**src/rtl/if_fetch_stage.sv**
```systemverilog
// -----------------------------------------------------------------------------
// if_fetch_stage
//
// Instruction-fetch stage and IF/ID pipeline register for the 5-stage 16-bit
// datapath. Holds the PC, presents it to instruction memory, and captures the
// fetched word together with PC+PC_INC into IF/ID. Control requests from ID
// are applied once per rising edge, in this order of precedence:
//    HLT freeze > stall > jump > taken branch > normal fetch.
//
// Ports:
//    clk, rst        rising-edge clock, asynchronous active-high reset
//    instr_addr      instruction-memory address (= pc, combinational)
//    instr_data      combinational read data for instr_addr
//    stall           hold pc and IF/ID
//    brnch_taken     redirect to brnch_target (bit0 forced to 0)
//    brnch_target
//    jmp             redirect to jmp_target (bit0 forced to 0), beats branch
//    jmp_target
//    if_id_clr       HLT decoded: flush IF/ID and freeze until reset
//    if_id_instr     IF/ID instruction (NOP_INSTR when bubble)
//    if_id_pc2       PC+PC_INC of the instruction in IF/ID
//    if_id_valid     IF/ID holds a real instruction (not a bubble)
//    opcode          if_id_instr[15:12], combinational slice
//    func_code       if_id_instr[3:0], combinational slice
//    halted          front end frozen by HLT; decodes the FSM state register
//    fetch_count     saturating count of real instructions loaded into IF/ID
// -----------------------------------------------------------------------------
module if_fetch_stage #(
   parameter int unsigned           PC_W      = 16,
   parameter int unsigned           INSTR_W   = 16,
   parameter logic [PC_W-1:0]       RESET_PC  = 16'h0000,
   parameter logic [INSTR_W-1:0]    NOP_INSTR = 16'h7000,
   parameter int unsigned           PC_INC    = 2
) (
   input  logic                clk,
   input  logic                rst,
   output logic [PC_W-1:0]     instr_addr,
   input  logic [INSTR_W-1:0]  instr_data,
   input  logic                stall,
   input  logic                brnch_taken,
   input  logic [PC_W-1:0]     brnch_target,
   input  logic                jmp,
   input  logic [PC_W-1:0]     jmp_target,
   input  logic                if_id_clr,
   output logic [INSTR_W-1:0]  if_id_instr,
   output logic [PC_W-1:0]     if_id_pc2,
   output logic                if_id_valid,
   output logic [3:0]          opcode,
   output logic [3:0]          func_code,
   output logic                halted,
   output logic [15:0]         fetch_count
);

   typedef enum logic [0:0] {
      ST_RUN    = 1'b0,
      ST_HALTED = 1'b1
   } state_t;

   // Instructions are halfword aligned; a target's bit0 is dropped so a
   // mis-formed target can never produce an odd fetch address.
   localparam logic [PC_W-1:0] ALIGN_MASK = ~{{(PC_W-1){1'b0}}, 1'b1};

   state_t               state_q,         state_d;
   logic [PC_W-1:0]      pc_q,            pc_d;
   logic [INSTR_W-1:0]   if_id_instr_q,   if_id_instr_d;
   logic [PC_W-1:0]      if_id_pc2_q,     if_id_pc2_d;
   logic                 if_id_valid_q,   if_id_valid_d;
   logic [15:0]          fetch_count_q,   fetch_count_d;

   logic [PC_W-1:0]      pc_next_seq;

   // Wraps modulo 2^PC_W: 16'hFFFE + 2 = 16'h0000.
   assign pc_next_seq = pc_q + PC_W'(PC_INC);

   always_comb begin
      state_d       = state_q;
      pc_d          = pc_q;
      if_id_instr_d = if_id_instr_q;
      if_id_pc2_d   = if_id_pc2_q;
      if_id_valid_d = if_id_valid_q;
      fetch_count_d = fetch_count_q;

      case (state_q)
         ST_RUN: begin
            if (if_id_clr) begin
               if_id_instr_d = NOP_INSTR;
               if_id_valid_d = 1'b0;
               state_d       = ST_HALTED;
            end else if (stall) begin
               // A stalled ID branch may be using stale operands; it will
               // re-assert once the stall clears, so the redirect waits.
            end else if (jmp) begin
               pc_d          = jmp_target & ALIGN_MASK;
               if_id_instr_d = NOP_INSTR;
               if_id_valid_d = 1'b0;
            end else if (brnch_taken) begin
               pc_d          = brnch_target & ALIGN_MASK;
               if_id_instr_d = NOP_INSTR;
               if_id_valid_d = 1'b0;
            end else begin
               if_id_instr_d = instr_data;
               if_id_pc2_d   = pc_next_seq;
               if_id_valid_d = 1'b1;
               pc_d          = pc_next_seq;
               if (fetch_count_q != 16'hFFFF) begin
                  fetch_count_d = fetch_count_q + 16'd1;
               end
            end
         end
         ST_HALTED: begin
            // Everything frozen; only rst leaves this state.
         end
         default: begin
            state_d = ST_RUN;
         end
      endcase
   end

   always_ff @(posedge clk or posedge rst) begin
      if (rst) begin
         state_q       <= ST_RUN;
         pc_q          <= RESET_PC;
         if_id_instr_q <= NOP_INSTR;
         if_id_pc2_q   <= '0;
         if_id_valid_q <= 1'b0;
         fetch_count_q <= '0;
      end else begin
         state_q       <= state_d;
         pc_q          <= pc_d;
         if_id_instr_q <= if_id_instr_d;
         if_id_pc2_q   <= if_id_pc2_d;
         if_id_valid_q <= if_id_valid_d;
         fetch_count_q <= fetch_count_d;
      end
   end

   assign instr_addr  = pc_q;
   assign if_id_instr = if_id_instr_q;
   assign if_id_pc2   = if_id_pc2_q;
   assign if_id_valid = if_id_valid_q;
   assign opcode      = if_id_instr_q[INSTR_W-1 -: 4];
   assign func_code   = if_id_instr_q[3:0];
   assign halted      = (state_q == ST_HALTED);
   assign fetch_count = fetch_count_q;

endmodule

```
**config.mk**
```make
export PLATFORM = sky130hd
export DESIGN_NAME = if_fetch_stage
export DESIGN_NICKNAME = d
export VERILOG_FILES = /design/src/rtl/if_fetch_stage.sv
export SDC_FILE = /design/constraint.sdc
export NUM_CORES = 1
export LEC_CHECK = 0
export BUFFER_PORTS_ARGS = -buffer_cell sky130_fd_sc_hd__buf_2
export CAP_MARGIN = 10
export CORE_AREA = 2 2 94 96
export CTS_BUF_LIST = sky130_fd_sc_hd__clkbuf_2
export DETAILED_ROUTE_END_ITERATION = 10
export DIE_AREA = 0 0 96 98
export PLACE_DENSITY = 0.71
export SLEW_MARGIN = 20
export SYNTH_ARGS = -nofsm -noshare
export SYNTH_HDL_FRONTEND = slang
export SYNTH_SLANG_ARGS = --single-unit
export TNS_END_PERCENT = 1
```
**constraint.sdc**
```tcl
create_clock -name clk -period 5.9 [get_ports clk]
set_input_delay 1.475 -clock clk [delete_from_list [all_inputs] [get_ports clk]]
set_output_delay 1.475 -clock clk [all_outputs]
set_load 0.005 [all_outputs]
```
After elaboration in Yosys (flattened, before gate mapping)

Cells that the tools add are included.

Bits in registers: 66
Bits of input ports: 54
Output and inout port bits: 74
Word-level logic and storage cells: 31

Add/subtract/negate cells: 2
Equal/unequal tests: 2
Multiplexer cells: 12
Bitwise operators: 5
Reductions and logical operators: 4

Operators by type and width:

| kind                                          | count |
|---|---|
| two-way mux 16 bit                            | 6 |
| adder 16 x 1 -> 16 bit, second input constant | 1 |
| adder 16 x 2 -> 16 bit, second input constant | 1 |
| != test 16 bit, second input constant         | 1 |
| two-way mux 1 bit                             | 6 |
| AND reduction 6 bit                           | 1 |
| inverter 1 bit                                | 5 |
| AND reduction 5 bit                           | 1 |
| AND reduction 3 bit                           | 1 |
| != test 2 x 1 -> 1 bit, second input constant | 1 |
| AND reduction 2 bit                           | 1 |

Longest topological paths before layout

Depth after elaboration: 4
Gate-level depth with buffers: 7

Least setup slack after synthesis

Ideal clock, no wire load.

Path kind: input port to flip-flop
From: input port brnch_taken
To: register fetch_count_q[15] (netlist: fetch_count[15])
Setup time: 0.128 ns
Arrival: 2.763 ns
Required time: 5.772 ns
Setup slack: 3.010 ns
Stages on the path: 5
Buffers on the path: 1
Path through: clkbuf_1 > or2_2 > nor4_4 > nand4_1 > mux2_1

Longest elaborated chain between the ends: 2

RTL lines:

| item                                 | RTL line | source |
|---|---|---|
| start, declared                      | 40       | `input logic brnch_taken,` |
| inverter 1 bit (no source line)      | n/a      |  |
| AND reduction 6 bit (no source line) | n/a      |  |
| end signal, assigned                 | 133      | `fetch_count_q <= fetch_count_d;` |
| end, declared                        | 68       | `logic [15:0] fetch_count_q, fetch_count_d;` |

Every way passes these cells.
A chain may end at the register's enable or synchronous reset.

Final worst setup path

From: input port if_id_clr
To: register fetch_count_q[1] (netlist: fetch_count[1])

Longest elaborated chain between the ends: 2

RTL lines:

| item                                 | RTL line | source |
|---|---|---|
| start, declared                      | 44       | `input logic if_id_clr,` |
| inverter 1 bit (no source line)      | n/a      |  |
| AND reduction 6 bit (no source line) | n/a      |  |

Every way passes these cells.

==> results.py <==
metrics = {
    "critical_path": {
        "path_max_fanout": 25,
        "cp.arrival_ns": 3.43,
        "worstSetupPathType": "input port to flip-flop",
        "critPathLaunchType": "input port",
        "cp.buffers_inverters": 2,
        "worstPathCellList": "buf_2 -> or3_1 -> nor2_2 -> buf_4 -> o21ai_1 -> mux2_1",
        "r2r_setup_slack_ns": 3.52,
        "critPathTopFamily": "simple AND/OR/NAND/NOR gates",
        "slowest_delay_ns": 0.79,
        "endpoint_kind": "flip-flop",
        "critPathRequiredTime_ns": 6.28,
        "crit_slowest_cell": "or3_1",
    },
    "cts": {
        "clk_pin_slew_ns": 0.17,
        "cts_setup_buffers": 0,
        "cts_tree": "done",
        "clockBufferDepth": 2,
        "cts_made_buffers": 9,
        "htree_levels": 3,
        "clockRootBuffer": "clkbuf_2",
        "hold_buffers": 0,
        "clkSinkCount": 64,
        "clk_latency_ns": 0.49,
        "cts_resized": 0,
    },
    "power_and_ir_drop": {
        "power_density_nw_per_um2": 197.6,
        "p_leak_nw": 2.017,
        "vdd_ir_drop_max_mv": 0.1101,
        "power.total_mw": 0.7877,
    },
    "grt": {
        "grtUsageMet2_pct": 29.17,
        "use_met1_pct": 24.08,
        "grt_use_met3_pct": 4.321,
        "grt_remaining_overflow": 0,
        "grt_usage_pct": 18.35,
        "grt_first_pass_wirelength_mm": 13.60,
        "grt_most_used_layer": "met2",
        "first_global_vias": 2801,
        "grt_max_degree": 65,
        "antenna_found_initial": 0,
    },
    "finish": {
        "drive_gt1_share_pct": 33.78,
        "fin_area_um2": 3988,
        "utilization_pct": 47.10,
        "fin_cells": 555,
        "syn_to_final_growth_pct": 21.59,
        "nets": 499,
        "num_antenna_cells": 0,
        "nFillCells": 818,
    },
    "worst_hold_path": {
        "hp-class": "flip-flop to flip-flop",
    },
    "place": {
        "dp.cells": 540,
        "hpwl_mm": 6.034,
        "port_buffers": 123,
        "placed_cell_area_um2": 3913,
        "gp_congestion": 0.8013,
    },
    "detailed_routing": {
        "detail_route.wirelength_mm": 8.601,
        "drt-vias-per-instance": 5.425,
        "vias": 3011,
        "detail_route.drc_violations": 0,
        "antenna_left": 0,
        "drt_first_pass_iters": 4,
        "routedWlPerCell_um": 15.50,
        "dr.first_iter.drc_count": 89,
    },
    "synthesis": {
        "ys.flop_type": "dfrtp_1",
        "ys_async_sr_fraction_pct": 100.0,
        "avgSynthCellArea_um2": 9.878,
        "ys_ff_latch": 64,
        "synth_cell_type_count": 55,
        "postSynthCellCount": 332,
        "synth-seq-area-share_pct": 48.95,
        "synth_top_cells_by_area": "dfrtp_1 (47%), nand2_1 (4.7%), a22o_1 (3.5%), a21oi_1 (3.1%), xnor2_1 (2.7%)",
        "syn-cell-area_um2": 3279,
        "synth_edf_count": 0,
        "synth_top_area_share_pct": 46.55,
        "yosysTopAreaCell": "dfrtp_1",
        "yosysWarnings": 0,
    },
    "sta": {
        "fmax_mhz": 327.6,
        "slew_headroom_pct": 31.74,
        "fin_tns_setup_ns": 0,
        "min_period_ns": 3.052,
        "rsz0062_at_grt": "no",
        "min_period_over_period_pct": 51.74,
        "hold_viol": 0,
        "worstMarginPinSlew_ns": 1.024,
        "fin_worst_skew_ns": 0.03203,
        "slew_viol_final": 0,
        "finalSetupViolations": 0,
    },
    "floorplan": {
        "dieArea_um2": 9408,
        "std_cell_rows": 34,
        "core_um2": 8466,
        "io_pins": 128,
        "die_w_um": 96,
        "die_h_um": 98,
        "start_util_pct": 38.74,
    },
    "outcome": {
        "status": "finished clean",
    },
    "run": {
        "drv_cap": 0,
    },
}
==> tightest hold or removal path, delay by kind of cell, from the launching register on <==
kind	cells	cell delay, ns
simple gates	2	0.10
flops	1	0.37
==> cell families (layout without fill, tap and decap cells) <==
group	Yosys count	in the layout	share of synthesized area [%]
simple gates	117	117	19.12
buf+inv	35	149	5.456
compound gates	93	93	19.88
xor+xnor	14	14	3.739
mux	6	6	1.984
fa+ha+maj	2	2	0.7629
other cells	1	2	0.1144
flops	64	64	48.95
==> cells in the mapped netlist (3+ instances only) <==
library cell   n
xnor2_1       10
a22o_1        13
nor2_1        11
or4_1          3
o211ai_1       5
dfrtp_1       61
xor2_1         4
a22oi_1        3
or3_1          4
nand4_1       11
clkbuf_1      12
inv_1          8
o21ai_1        7
and3_1         5
o21a_1         3
o21ai_0        8
dfstp_2        3
a31oi_1        3
a41oi_1        3
nor2b_1        3
nand2b_1       6
nand2_1       41
o22ai_1        4
nand3_1       14
nor3_1         6
nand3b_1       3
mux2_1         4
o22a_1         4
a21oi_1       20
a211oi_1       4
buf_4         10
==> area by class of cell <==
cell class | instances | area (µm²) | area share [%]
sequential | 64 | 1605 | 40.26
multi-input combinational | 234 | 1504 | 37.72
timing repair buffer | 126 | 638.1 | 16.00
tap | 108 | 135.1 | 3.389
clock buffer | 10 | 50.05 | 1.255
inverter | 8 | 30.03 | 0.7531
clock inverter | 5 | 25.02 | 0.6276
==> flip-flops by register name, indices dropped and copies added (netlist names) <==
register	cells
halted	1
if_id_valid	1
if_id_instr	16
fetch_count	16
if_id_pc2	15
instr_addr	15
==> routing by layer <==
metal  wire length, µm  up-vias
met3               589        5
met1              3881     1445
met4                65        0
met5                 0        -
met2              4065      120
li1                  -     1441
==> path summary, 6_finish.rpt <==
check | from | endpoint | depth (start not counted)
worst max-delay path | if_id_clr | fetch_count[1] | 6
worst min-delay path | if_id_pc2[7] | if_id_pc2[7] | 2
worst max register to register | halted | fetch_count[1] | 5
worst min register to register | if_id_pc2[7] | if_id_pc2[7] | 2
max in group asynchronous | rst | if_id_instr[8] | 3
min in group asynchronous | rst | instr_addr[14] | 3
==> cells in the final DEF (no fill, tap or decap), types with 5 or more instances in the layout <==
master,netlist,final
inv_1,8,7
xnor2_1,10,10
a22o_1,13,13
nor3_1,6,5
o211ai_1,5,5
clkbuf_2,0,10
nand3_1,14,14
nand4_1,11,11
buf_2,2,123
dfrtp_1,61,61
nand2_1,41,41
nor2_1,11,11
and3_1,5,5
o21ai_0,8,8
nand2b_1,6,6
o21ai_1,7,7
a21oi_1,20,20
==> power breakdown <==
part / switching [mW] / leakage (nW) / internal (mW) / total, mW
sequential: 0.0215 / 0.842 / 0.457 / 0.479
combinational: 0.0539 / 1.12 / 0.0492 / 0.103
clock: 0.155 / 0.0526 / 0.0508 / 0.206
total: 0.231 / 2.02 / 0.557 / 0.788
==> metrics by stage <==
step	worst slack (ns)	hold WS, ns
after floorplan	2.832	0.4628
after global placement	2.366	0.4519
after detailed placement	2.343	0.4616
after CTS	2.909	0.4994
after global routing	2.781	0.5330
final	2.848	0.4930
(Power assumes the default switching activity.)
